[src/rtl/mux_bus_arbiter.sv]
// Round-robin owner of the 4:1 8-bit data mux select: one-hot grant to sources a..d,
// with an optional hold limit that forces a one-cycle gap when a rival is waiting.
//
//   state | meaning
//   IDLE  | no owner; any request is arbitrated at the next edge
//   GRANT | one owner drives the mux; release, hold-limit or stay evaluated each edge
//   GAP   | single dead cycle after a hold-limit preemption (expire pulses here)
module mux_bus_arbiter #(
  parameter int MAX_HOLD = 8,
  parameter int CNT_W    = 4
) (
  input  logic       clk,
  input  logic       rst,
  input  logic [3:0] req,
  output logic [3:0] gnt,
  output logic [1:0] select,
  output logic       bus_valid,
  output logic       expire
);

  typedef enum logic [1:0] {
    IDLE  = 2'd0,
    GRANT = 2'd1,
    GAP   = 2'd2
  } state_t;

  localparam logic [CNT_W-1:0] HOLD_LIM = CNT_W'(MAX_HOLD);

  state_t           state;
  state_t           state_nxt;
  logic [CNT_W-1:0] hold_cnt;
  logic [CNT_W-1:0] hold_nxt;
  logic [1:0]       last;
  logic [1:0]       last_nxt;
  logic [1:0]       select_nxt;
  logic [3:0]       gnt_nxt;
  logic             expire_nxt;
  logic [1:0]       winner;
  logic             owner_req;
  logic             rivals;
  logic             hold_hit;

  // Search order from the last owner l: l+1, l+2, l+3, then l itself.
  function automatic logic [1:0] rr_pick(input logic [3:0] r, input logic [1:0] l);
    logic [1:0] idx;
    logic [1:0] pick;
    logic       found;
    pick  = l;
    found = 1'b0;
    for (int k = 1; k <= 4; k++) begin
      idx = l + 2'(k);
      if (!found && r[idx]) begin
        pick  = idx;
        found = 1'b1;
      end
    end
    return pick;
  endfunction

  always_comb begin
    winner    = rr_pick(req, last);
    owner_req = req[select];
    rivals    = |(req & ~gnt);
    hold_hit  = (MAX_HOLD != 0) && (hold_cnt >= HOLD_LIM);
  end

  always_comb begin
    state_nxt  = state;
    hold_nxt   = hold_cnt;
    last_nxt   = last;
    select_nxt = select;
    gnt_nxt    = gnt;
    expire_nxt = 1'b0;

    case (state)
      IDLE, GAP: begin
        if (req != 4'b0000) begin
          state_nxt  = GRANT;
          gnt_nxt    = 4'b0001 << winner;
          select_nxt = winner;
          last_nxt   = winner;
          hold_nxt   = CNT_W'(1);
        end else begin
          state_nxt = IDLE;
          gnt_nxt   = 4'b0000;
        end
      end

      GRANT: begin
        if (!owner_req) begin
          // Owner released: hand over directly when someone else is waiting.
          if (rivals) begin
            gnt_nxt    = 4'b0001 << winner;
            select_nxt = winner;
            last_nxt   = winner;
            hold_nxt   = CNT_W'(1);
          end else begin
            state_nxt = IDLE;
            gnt_nxt   = 4'b0000;
          end
        end else if (hold_hit && rivals) begin
          state_nxt  = GAP;
          gnt_nxt    = 4'b0000;
          expire_nxt = 1'b1;
        end else if (hold_cnt < HOLD_LIM) begin
          hold_nxt = hold_cnt + CNT_W'(1);
        end
      end

      default: begin
        state_nxt = IDLE;
        gnt_nxt   = 4'b0000;
      end
    endcase
  end

  always_ff @(posedge clk) begin
    if (rst) begin
      state     <= IDLE;
      hold_cnt  <= '0;
      last      <= 2'd3;
      select    <= 2'd0;
      gnt       <= 4'b0000;
      bus_valid <= 1'b0;
      expire    <= 1'b0;
    end else begin
      state     <= state_nxt;
      hold_cnt  <= hold_nxt;
      last      <= last_nxt;
      select    <= select_nxt;
      gnt       <= gnt_nxt;
      bus_valid <= |gnt_nxt;
      expire    <= expire_nxt;
    end
  end

endmodule

[config.mk]
export PLATFORM = sky130hd
export DESIGN_NAME = mux_bus_arbiter
export DESIGN_NICKNAME = d
export VERILOG_FILES = /design/src/rtl/mux_bus_arbiter.sv
export SDC_FILE = /design/constraint.sdc
export NUM_CORES = 1
export LEC_CHECK = 0
export BUFFER_PORTS_ARGS = -buffer_cell sky130_fd_sc_hd__buf_2
export CORE_MARGIN = 4
export CORE_UTILIZATION = 45
export CTS_BUF_LIST = sky130_fd_sc_hd__clkbuf_2
export DETAILED_ROUTE_END_ITERATION = 8
export GPL_ROUTABILITY_DRIVEN = 0
export GPL_TIMING_DRIVEN = 0
export MAX_ROUTING_LAYER = met4
export PLACE_DENSITY = 0.66
export SLEW_MARGIN = 20
export SYNTH_ARGS = -nofsm -noshare
export SYNTH_HDL_FRONTEND = slang
export SYNTH_SLANG_ARGS = --single-unit
[constraint.sdc]
create_clock -name clk -period 1.9 [get_ports clk]
set_input_delay 0.095 -clock clk [delete_from_list [all_inputs] [get_ports clk]]
set_output_delay 0.095 -clock clk [all_outputs]
set_load 0.01 [all_outputs]
== Yosys cells after proc, flatten, opt, wreduce, memory -nomap -nowiden ==
Cells that the tools add are included.

* Magnitude comparators: 7
* Shift-type cells: 1
* Divide/modulo/power cells: 0
* Multiplexer cells: 38
* Equal/unequal tests: 10
* Reductions and logical operators: 17
* Bitwise operators: 4
* Add/sub/neg operators: 4
* Multipliers: 0

{| class="wikitable"
|+ Operators by type and width
! operator !! number
|-
| $mux 4 || 9
|-
| $mux 2 || 10
|-
| $pmux 4 s2 || 2
|-
| $lt 2x3->1 const B || 5
|-
| $ne 3x3->1 const B || 5
|-
| $bmux 1 s2 || 5
|-
| $mux 1 || 10
|-
| $pmux 2 s2 || 2
|-
| $reduce_or 4->1 || 2
|-
| $ne 2x2->1 const B || 3
|-
| $reduce_and 5->1 || 1
|-
| $add 2x2->2 const B || 2
|-
| $add 4x1->4 const B || 1
|-
| $and 4x4->4 || 1
|-
| $ge 4x4->1 const B || 1
|-
| $logic_and 1x1->1 || 4
|-
| $lt 4x4->1 const B || 1
|-
| $not 4->4 || 1
|-
| $reduce_and 4->1 || 1
|-
| $reduce_bool 4->1 || 1
|-
| $shl 1x2->4 const A || 1
|-
| $logic_not 1->1 || 3
|-
| $reduce_or 3->1 || 1
|-
| $add 2x1->2 const B || 1
|-
| 7 further kinds || 8
|}

* Bits in latches: 0
* Bits in writable memories: 0
* Output and inout port bits: 8
* Bits of input ports: 6
* Register bits after elaboration: 16
* Memories kept: 0
* ROM bits: 0
* Word-level logic and storage cells: 88

== Logic depth before layout (Yosys ltp) ==
Gate-level depths: netlist of the first run.

* Depth after elaboration: 18
* Mapped depth: 5

== Least setup slack after synthesis of the first run ==
No wires, ideal clock.

* Path type: register to register
* From: reg gnt[0]
* To: reg hold_cnt[0]
* Stages on the path, launching flop included: 5
* Data arrival time: 1.632 ns
* Setup time: 0.120 ns
* Setup slack: 0.148 ns
* Data required time: 1.780 ns
* Clock period less this slack: 1.752 ns
* Cells stage by stage: dfxtp_1 -> and2b_1 -> or4_4 -> a31o_4 -> o31a_1

* Word-level cells in the longest chain between the ends: 6
* Elaborated cells between the ends (all ways): 7

{| class="wikitable"
|+ RTL lines
! item !! line !! source
|-
| from (decl) || 15 || <nowiki>output logic [3:0] gnt,</nowiki>
|-
| from (signal assigned) || 131 || <nowiki>gnt <= gnt_nxt;</nowiki>
|-
| $not 4->4 (*) || 63 || <nowiki>rivals = |(req & ~gnt);</nowiki>
|-
| $and 4x4->4 (*) || 63 ||
|-
| $reduce_or 4->1 (*) || 63 ||
|-
| $logic_and 1x1->1 || 101 || <nowiki>end else if (hold_hit && rivals) begin</nowiki>
|-
| $ne 3x3->1 (no line) || n/a ||
|-
| $reduce_and 5->1 (no line) (*) || n/a ||
|-
| to (signal assigned) || 128 || <nowiki>hold_cnt <= hold_nxt;</nowiki>
|-
| to (decl) || 31 || <nowiki>logic [CNT_W-1:0] hold_cnt;</nowiki>
|}

Every way passes the cells marked *; elsewhere a longest branch is shown, timed or not.
A chain may end at the register's enable or synchronous reset.

== Worst setup path after layout of the first run ==
* From: reg gnt[0]
* To: reg last[0]

* Word-level cells in the longest chain between the ends: 5

{| class="wikitable"
|+ RTL lines
! item !! line !! source
|-
| $not 4->4 || 63 ||
|-
| $and 4x4->4 || 63 ||
|-
| $reduce_or 4->1 || 63 ||
|-
| $ne 2x2->1 (no line) || n/a ||
|-
| $reduce_and 4->1 (no line) || n/a ||
|-
| to (signal assigned) || 129 || <nowiki>last <= last_nxt;</nowiki>
|-
| to (decl) || 33 || <nowiki>logic [1:0] last;</nowiki>
|}

No other way between the ends.

==> results.sh, run 1 <==
export IMPL_status="finished, final reports clean"
export IMPL_rsz0062_at_grt="false"
export IMPL_grt_pass1_vias=735
export IMPL_cts_max_level=1
export IMPL_cpPeakStageDelay_ns=0.56
export IMPL_slew_limit_headroom_pct=70.6
export IMPL_yosysWarnings=0
export IMPL_worstPathCellList="and2b_1, or4_4, a31oi_4, mux2i_1"
export IMPL_powerDensity_nw_per_um2=850
export IMPL_reg2reg_from="gnt[0]$_SDFF_PP0_"
export IMPL_die_y_microns=52.8
export IMPL_dr_pass1_iters=4
export IMPL_cts_tree="yes"
export IMPL_stdcell_count=136
export IMPL_worst_setup_path_end_kind="register"
export IMPL_crit_fanout=9
export IMPL_hold_end="gnt[0]$_SDFF_PP0_"
export IMPL_max_freq_mhz=563
export IMPL_startpoint_type="register"
export IMPL_dp_cells=132
export IMPL_fin_crit_ns=1.78
export IMPL_grt_overflow_total=0
export IMPL_rows=15
export IMPL_dp_hpwl_microns=1410
export IMPL_max_cap_viol_count=0
export IMPL_io_buffers=13
export IMPL_clockBufferDepth=2
export IMPL_critPathRequiredTime_ns=2.12
export IMPL_r2r_end="last[0]$_SDFFE_PP1P_"
export IMPL_cts_sinks=16
export IMPL_dieArea_sq_um=2790
export IMPL_tns_ns=0
export IMPL_fin_nets=120
export IMPL_io_pins=14
export IMPL_syn_nets=102
export IMPL_finalHoldViolCount=0
export IMPL_critPathSlowestCell="or4_4"
export IMPL_drt_iter0_drc=15
export IMPL_drcViolationCount=0
export IMPL_critPathKind="reg -> reg"
export IMPL_via_count=763
export IMPL_hp_start="rst"
export IMPL_numCtsBuffers=3
export IMPL_cp_arrival_ns=2.00
export IMPL_cts_root_buf="clkbuf_2"
export IMPL_clk_latency_ns=0.29
export IMPL_fin_skew_ns=0.0104
export IMPL_grt_usage_pct=16.2
export IMPL_ys_types=40
export IMPL_hold_class="in -> reg"
export IMPL_yosys_register_bits=16
export IMPL_setup_violations=0
export IMPL_synthFlopType="dfxtp_1"
export IMPL_synthesis_area_sq_um=902
export IMPL_synth_edff_count=0
export IMPL_maxSlewViolCount=0
export IMPL_synth_yosys_seq_area_share_pct=35.5
export IMPL_synthArstFlopShare_pct=0
export IMPL_syn_to_final_growth_pct=13.7
export IMPL_irDropWorstVdd_uv=574
export IMPL_power_mw=0.873
export IMPL_synth_avg_cell_area_sq_um=9.60
export IMPL_die_x_microns=52.8
export IMPL_clk_pin_slew_ns=0.15
export IMPL_diodes=0
export IMPL_antenna_found_initial=0
export IMPL_viasPerCell=5.61
export IMPL_synthCells=94
export IMPL_total_leakage_power_nw=0.391
export IMPL_drive_gt1_share_pct=24.3
export IMPL_grt_max_degree=11
export IMPL_postCtsSetupBuffers=0
export IMPL_holdPathStages=3
export IMPL_core_area_sq_um=1820
export IMPL_drtAntennaViolNets=0
export IMPL_finalWirelength_microns=1850
export IMPL_worst_pin_slew_ns=0.437
export IMPL_fin_crit_sh_pct=93.4
export IMPL_r2r_setup_slack_ns=0.12
export IMPL_grt_pass1_wl_microns=3250
export IMPL_start_util_pct=49.6
export IMPL_r2r_cells=4
export IMPL_wl_per_cell_microns=13.6
-- power breakdown --
part	leakage (nW)	internal, mW	total (mW)	switching [mW]
clock network	0.0140	0.0457	0.150	0.104
logic	0.245	0.139	0.303	0.163
registers	0.132	0.378	0.419	0.0417
total	0.391	0.563	0.873	0.310
-- through the flow --
stage	hold WS [ns]	setup slack, ns	utilization [%]	instance area (sq um)
global placement	0.425	0.143	54.8	998
finish	0.0988	0.125	56.4	1030
floorplan	0.312	0.148	-	902
global route	0.0942	0.0312	56.4	1030
CTS	0.0907	0.0927	55.9	1020
detailed placement	0.433	0.139	54.8	998
-- cell usage after synthesis (all sizes together), types with 2 or more instances --
library cell / number / area share, %
dfxtp: 16 / 36
nand2b: 7 / 4.9
mux2i: 5 / 6.0
nor2: 5 / 2.1
a21oi: 4 / 2.2
nor2b: 4 / 2.8
nor3b: 4 / 3.3
o32ai: 4 / 3.9
clkbuf: 3 / 1.2
inv: 3 / 1.2
nor3: 3 / 1.7
a211oi: 2 / 1.7
a22o: 2 / 1.9
a31oi: 2 / 3.1
ha: 2 / 2.8
mux2: 2 / 2.5
nand2: 2 / 0.83
nand3b: 2 / 1.7
nor4: 2 / 1.4
o41ai: 2 / 2.8
or3: 2 / 1.4
or4: 2 / 2.2
-- layout by cell type (no fill, tap or decap), drive strengths merged, types with 3 or more instances in the layout --
cell type,n
nor3b,4
a21oi,4
clkbuf,6
mux2i,5
buf,13
dfxtp,16
nor2b,4
o32ai,4
nor3,3
inv,3
nor2,5
nand2b,7
-- worst max-delay path, delay by kind of cell, from the launching register on --
| family | cells | cell delay [ns] |
|---|---|---|
| flip-flops | 1 | 0.38 |
| AO/OA/AOI/OAI | 1 | 0.35 |
| multiplexers | 1 | 0.22 |
| AND/OR/NAND/NOR | 2 | 0.76 |
-- cell families after synthesis --
| kind of cell | after synthesis | share of synthesized area (%) |
|---|---|---|
| compound gates | 23 | 22.6 |
| mux | 7 | 8.46 |
| simple gates | 40 | 28.2 |
| buf+inv | 6 | 2.50 |
| fa+ha+maj | 2 | 2.77 |
| flops | 16 | 35.5 |
-- flip-flops by register name (all words and copies together) (netlist names) --
signal and flops:
gnt 4, hold_cnt 4, last 2, select 2, state 2, bus_valid 1
expire 1
-- worst max path at each step --
stage | from | to | slack, ns | cells past startpoint
final | gnt[0]$_SDFF_PP0_ | last[0]$_SDFFE_PP1P_ | 0.12 | 4
after global routing | select[0]$_SDFFE_PP0P_ | gnt[2]$_SDFF_PP0_ | 0.03 | 4
after CTS | gnt[0]$_SDFF_PP0_ | hold_cnt[0]$_SDFFE_PP0P_ | 0.09 | 4
after detailed placement | gnt[0]$_SDFF_PP0_ | hold_cnt[0]$_SDFFE_PP0P_ | 0.14 | 4
after global placement | gnt[0]$_SDFF_PP0_ | hold_cnt[0]$_SDFFE_PP0P_ | 0.14 | 4
after floorplan | gnt[0]$_SDFF_PP0_ | hold_cnt[0]$_SDFFE_PP0P_ | 0.15 | 4
-- layout make-up --
| cell class | instances | area, sq um |
|---|---|---|
| flip-flops and latches | 16 | 322 |
| fillers | 176 | 795 |
| repair buffers | 13 | 65.1 |
| multi-input cells | 72 | 567 |
| clock inverters | 1 | 3.75 |
| inverters | 3 | 11.3 |
| plain buffers | 3 | 11.3 |
| clock buffers | 3 | 15.0 |
| well taps | 25 | 31.3 |
-- metal layers --
metal | up-vias | GRT usage [%] | share of wire (%)
li1 | 395 | - | -
met1 | 348 | 20.3 | 48
met2 | 16 | 24.6 | 48
met3 | 4 | 5.13 | 3.7
met4 | 0 | 5.11 | 0.65
met5 | - | - | 0
-- what timing repair did --
item	in CTS	in global routing
gates resized for setup	0	2
hold buffers	0	0
endpoints found under the setup margin	0	5
Note: power is estimated with default switching activity, not from simulation.
==> inputs of run 2 (changes only) <==
MAX_ROUTING_LAYER = not set   (was met4)
==> results.sh, run 2 (synthesis gave the netlist of run 1 again) <==
export IMPL_status="finished, final reports clean"
export IMPL_drtAntennaViolNets=0
export IMPL_grt_pass1_vias=734
export IMPL_reg_top3="gnt: 4 flops, hold_cnt: 4 flops"
export IMPL_total_leakage_power_nw=0.391
export IMPL_met1_usage_pct=20.3
export IMPL_rsz0062_at_grt="false"
export IMPL_maxSlewViolCount=0
export IMPL_irDropWorstVdd_uv=574
export IMPL_drive_gt1_share_pct=24.3
export IMPL_top_usage_layer="met2"
export IMPL_diodes=0
export IMPL_hold_class="in -> reg"
export IMPL_met2_usage_pct=24.6
export IMPL_wl_per_cell_microns=13.6
export IMPL_io_pins=14
export IMPL_viasPerCell=5.61
export IMPL_clk_pin_slew_ns=0.15
export IMPL_dp_hpwl_microns=1410
export IMPL_fin_crit_ns=1.78
export IMPL_slew_limit_headroom_pct=70.6
export IMPL_final_common_cell="dfxtp_1"
export IMPL_clockBufferDepth=2
export IMPL_tns_ns=0
export IMPL_critPathKind="reg -> reg"
export IMPL_setup_violations=0
export IMPL_design_area_sq_um=1030
export IMPL_drt_iter0_drc=15
export IMPL_cts_root_buf="clkbuf_2"
export IMPL_fin_crit_sh_pct=93.4
export IMPL_fin_nets=120
export IMPL_grt_use_met3_pct=5.13
export IMPL_cp_arrival_ns=2.00
export IMPL_antenna_found_initial=0
export IMPL_worst_pin_slew_ns=0.437
export IMPL_crit_fanout=9
export IMPL_postCtsSetupBuffers=0
export IMPL_rows=15
export IMPL_max_freq_mhz=563
export IMPL_grt_usage_pct=15.8
export IMPL_core_area_sq_um=1820
export IMPL_fin_skew_ns=0.0104
export IMPL_cts_sinks=16
export IMPL_startpoint_type="register"
export IMPL_cts_tree="yes"
export IMPL_numCtsBuffers=3
export IMPL_max_cap_viol_count=0
export IMPL_critPathRequiredTime_ns=2.12
export IMPL_most_common_layout_cells="15 x dfxtp_1, 13 x buf_2, 7 x nand2b_1, 5 x nor2_1"
export IMPL_worst_setup_path_end_kind="register"
export IMPL_syn_to_final_growth_pct=13.7
export IMPL_powerDensity_nw_per_um2=850
export IMPL_die_y_microns=52.8
export IMPL_grt_pass1_wl_microns=3250
export IMPL_grt_overflow_total=0
export IMPL_grt_max_degree=11
export IMPL_clk_latency_ns=0.29
export IMPL_finalWirelength_microns=1850
export IMPL_dr_pass1_iters=4
export IMPL_die_x_microns=52.8
export IMPL_io_buffers=13
export IMPL_cts_max_level=1
export IMPL_finalHoldViolCount=0
export IMPL_drcViolationCount=0
export IMPL_dieArea_sq_um=2790
export IMPL_via_count=763
export IMPL_place_area_sq_um=998
export IMPL_start_util_pct=49.6
-- run 2: per-stage QoR --
| stage | utilization (%) | power, mW | setup WS [ns] | instances | hold WS (ns) |
|---|---|---|---|---|---|
| after floorplan | - | 0.649 | 0.148 | 94 | 0.312 |
| after global placement | 54.8 | 0.724 | 0.143 | 132 | 0.425 |
| after detailed placement | 54.8 | 0.727 | 0.139 | 132 | 0.433 |
| after CTS | 55.9 | 0.880 | 0.0927 | 136 | 0.0907 |
| after global routing | 56.4 | 0.940 | 0.0312 | 136 | 0.0942 |
| final | 56.4 | 0.873 | 0.125 | 136 | 0.0989 |
-- run 2: area by class of cell --
cell class,instances,area (sq um)
plain buffers,3,11.3
clock buffers,3,15.0
clock inverters,1,3.75
fillers,176,795
inverters,3,11.3
multi-input cells,72,567
flip-flops and latches,16,322
well taps,25,31.3
repair buffers,13,65.1
-- run 2: path summary, 6_finish.rpt --
path	from	end	slack [ns]	cells after the start
max	gnt[0]$_SDFF_PP0_	last[0]$_SDFFE_PP1P_	0.12	4
min	rst	gnt[0]$_SDFF_PP0_	0.1	3
max reg2reg	gnt[0]$_SDFF_PP0_	last[0]$_SDFFE_PP1P_	0.12	4
min reg2reg	gnt[3]$_SDFF_PP0_	gnt[3]$_SDFF_PP0_	0.53	2
-- run 2: worst max-delay path, cell delays in order (launching register included) --
cell	delay, ns
dfxtp_2	0.38
and2b_1	0.20
or4_4	0.56
a31oi_4	0.35
mux2i_1	0.22
-- run 2: repair_timing --
item                                    in CTS  in global routing
resized for setup                            0                  2
hold buffers                                 0                  0
endpoints found under the setup margin       0                  5
-- run 2: metal layers --
layer	vias up	wire, microns
li1	395	-
met4	0	11
met5	-	0
met1	348	878
met2	16	887
met3	4	68
-- run 2: where the power goes --
group / switching, mW / internal [mW] / leakage (nW)
registers: 0.0417 / 0.378 / 0.132
clock network: 0.104 / 0.0457 / 0.0140
logic: 0.163 / 0.139 / 0.245
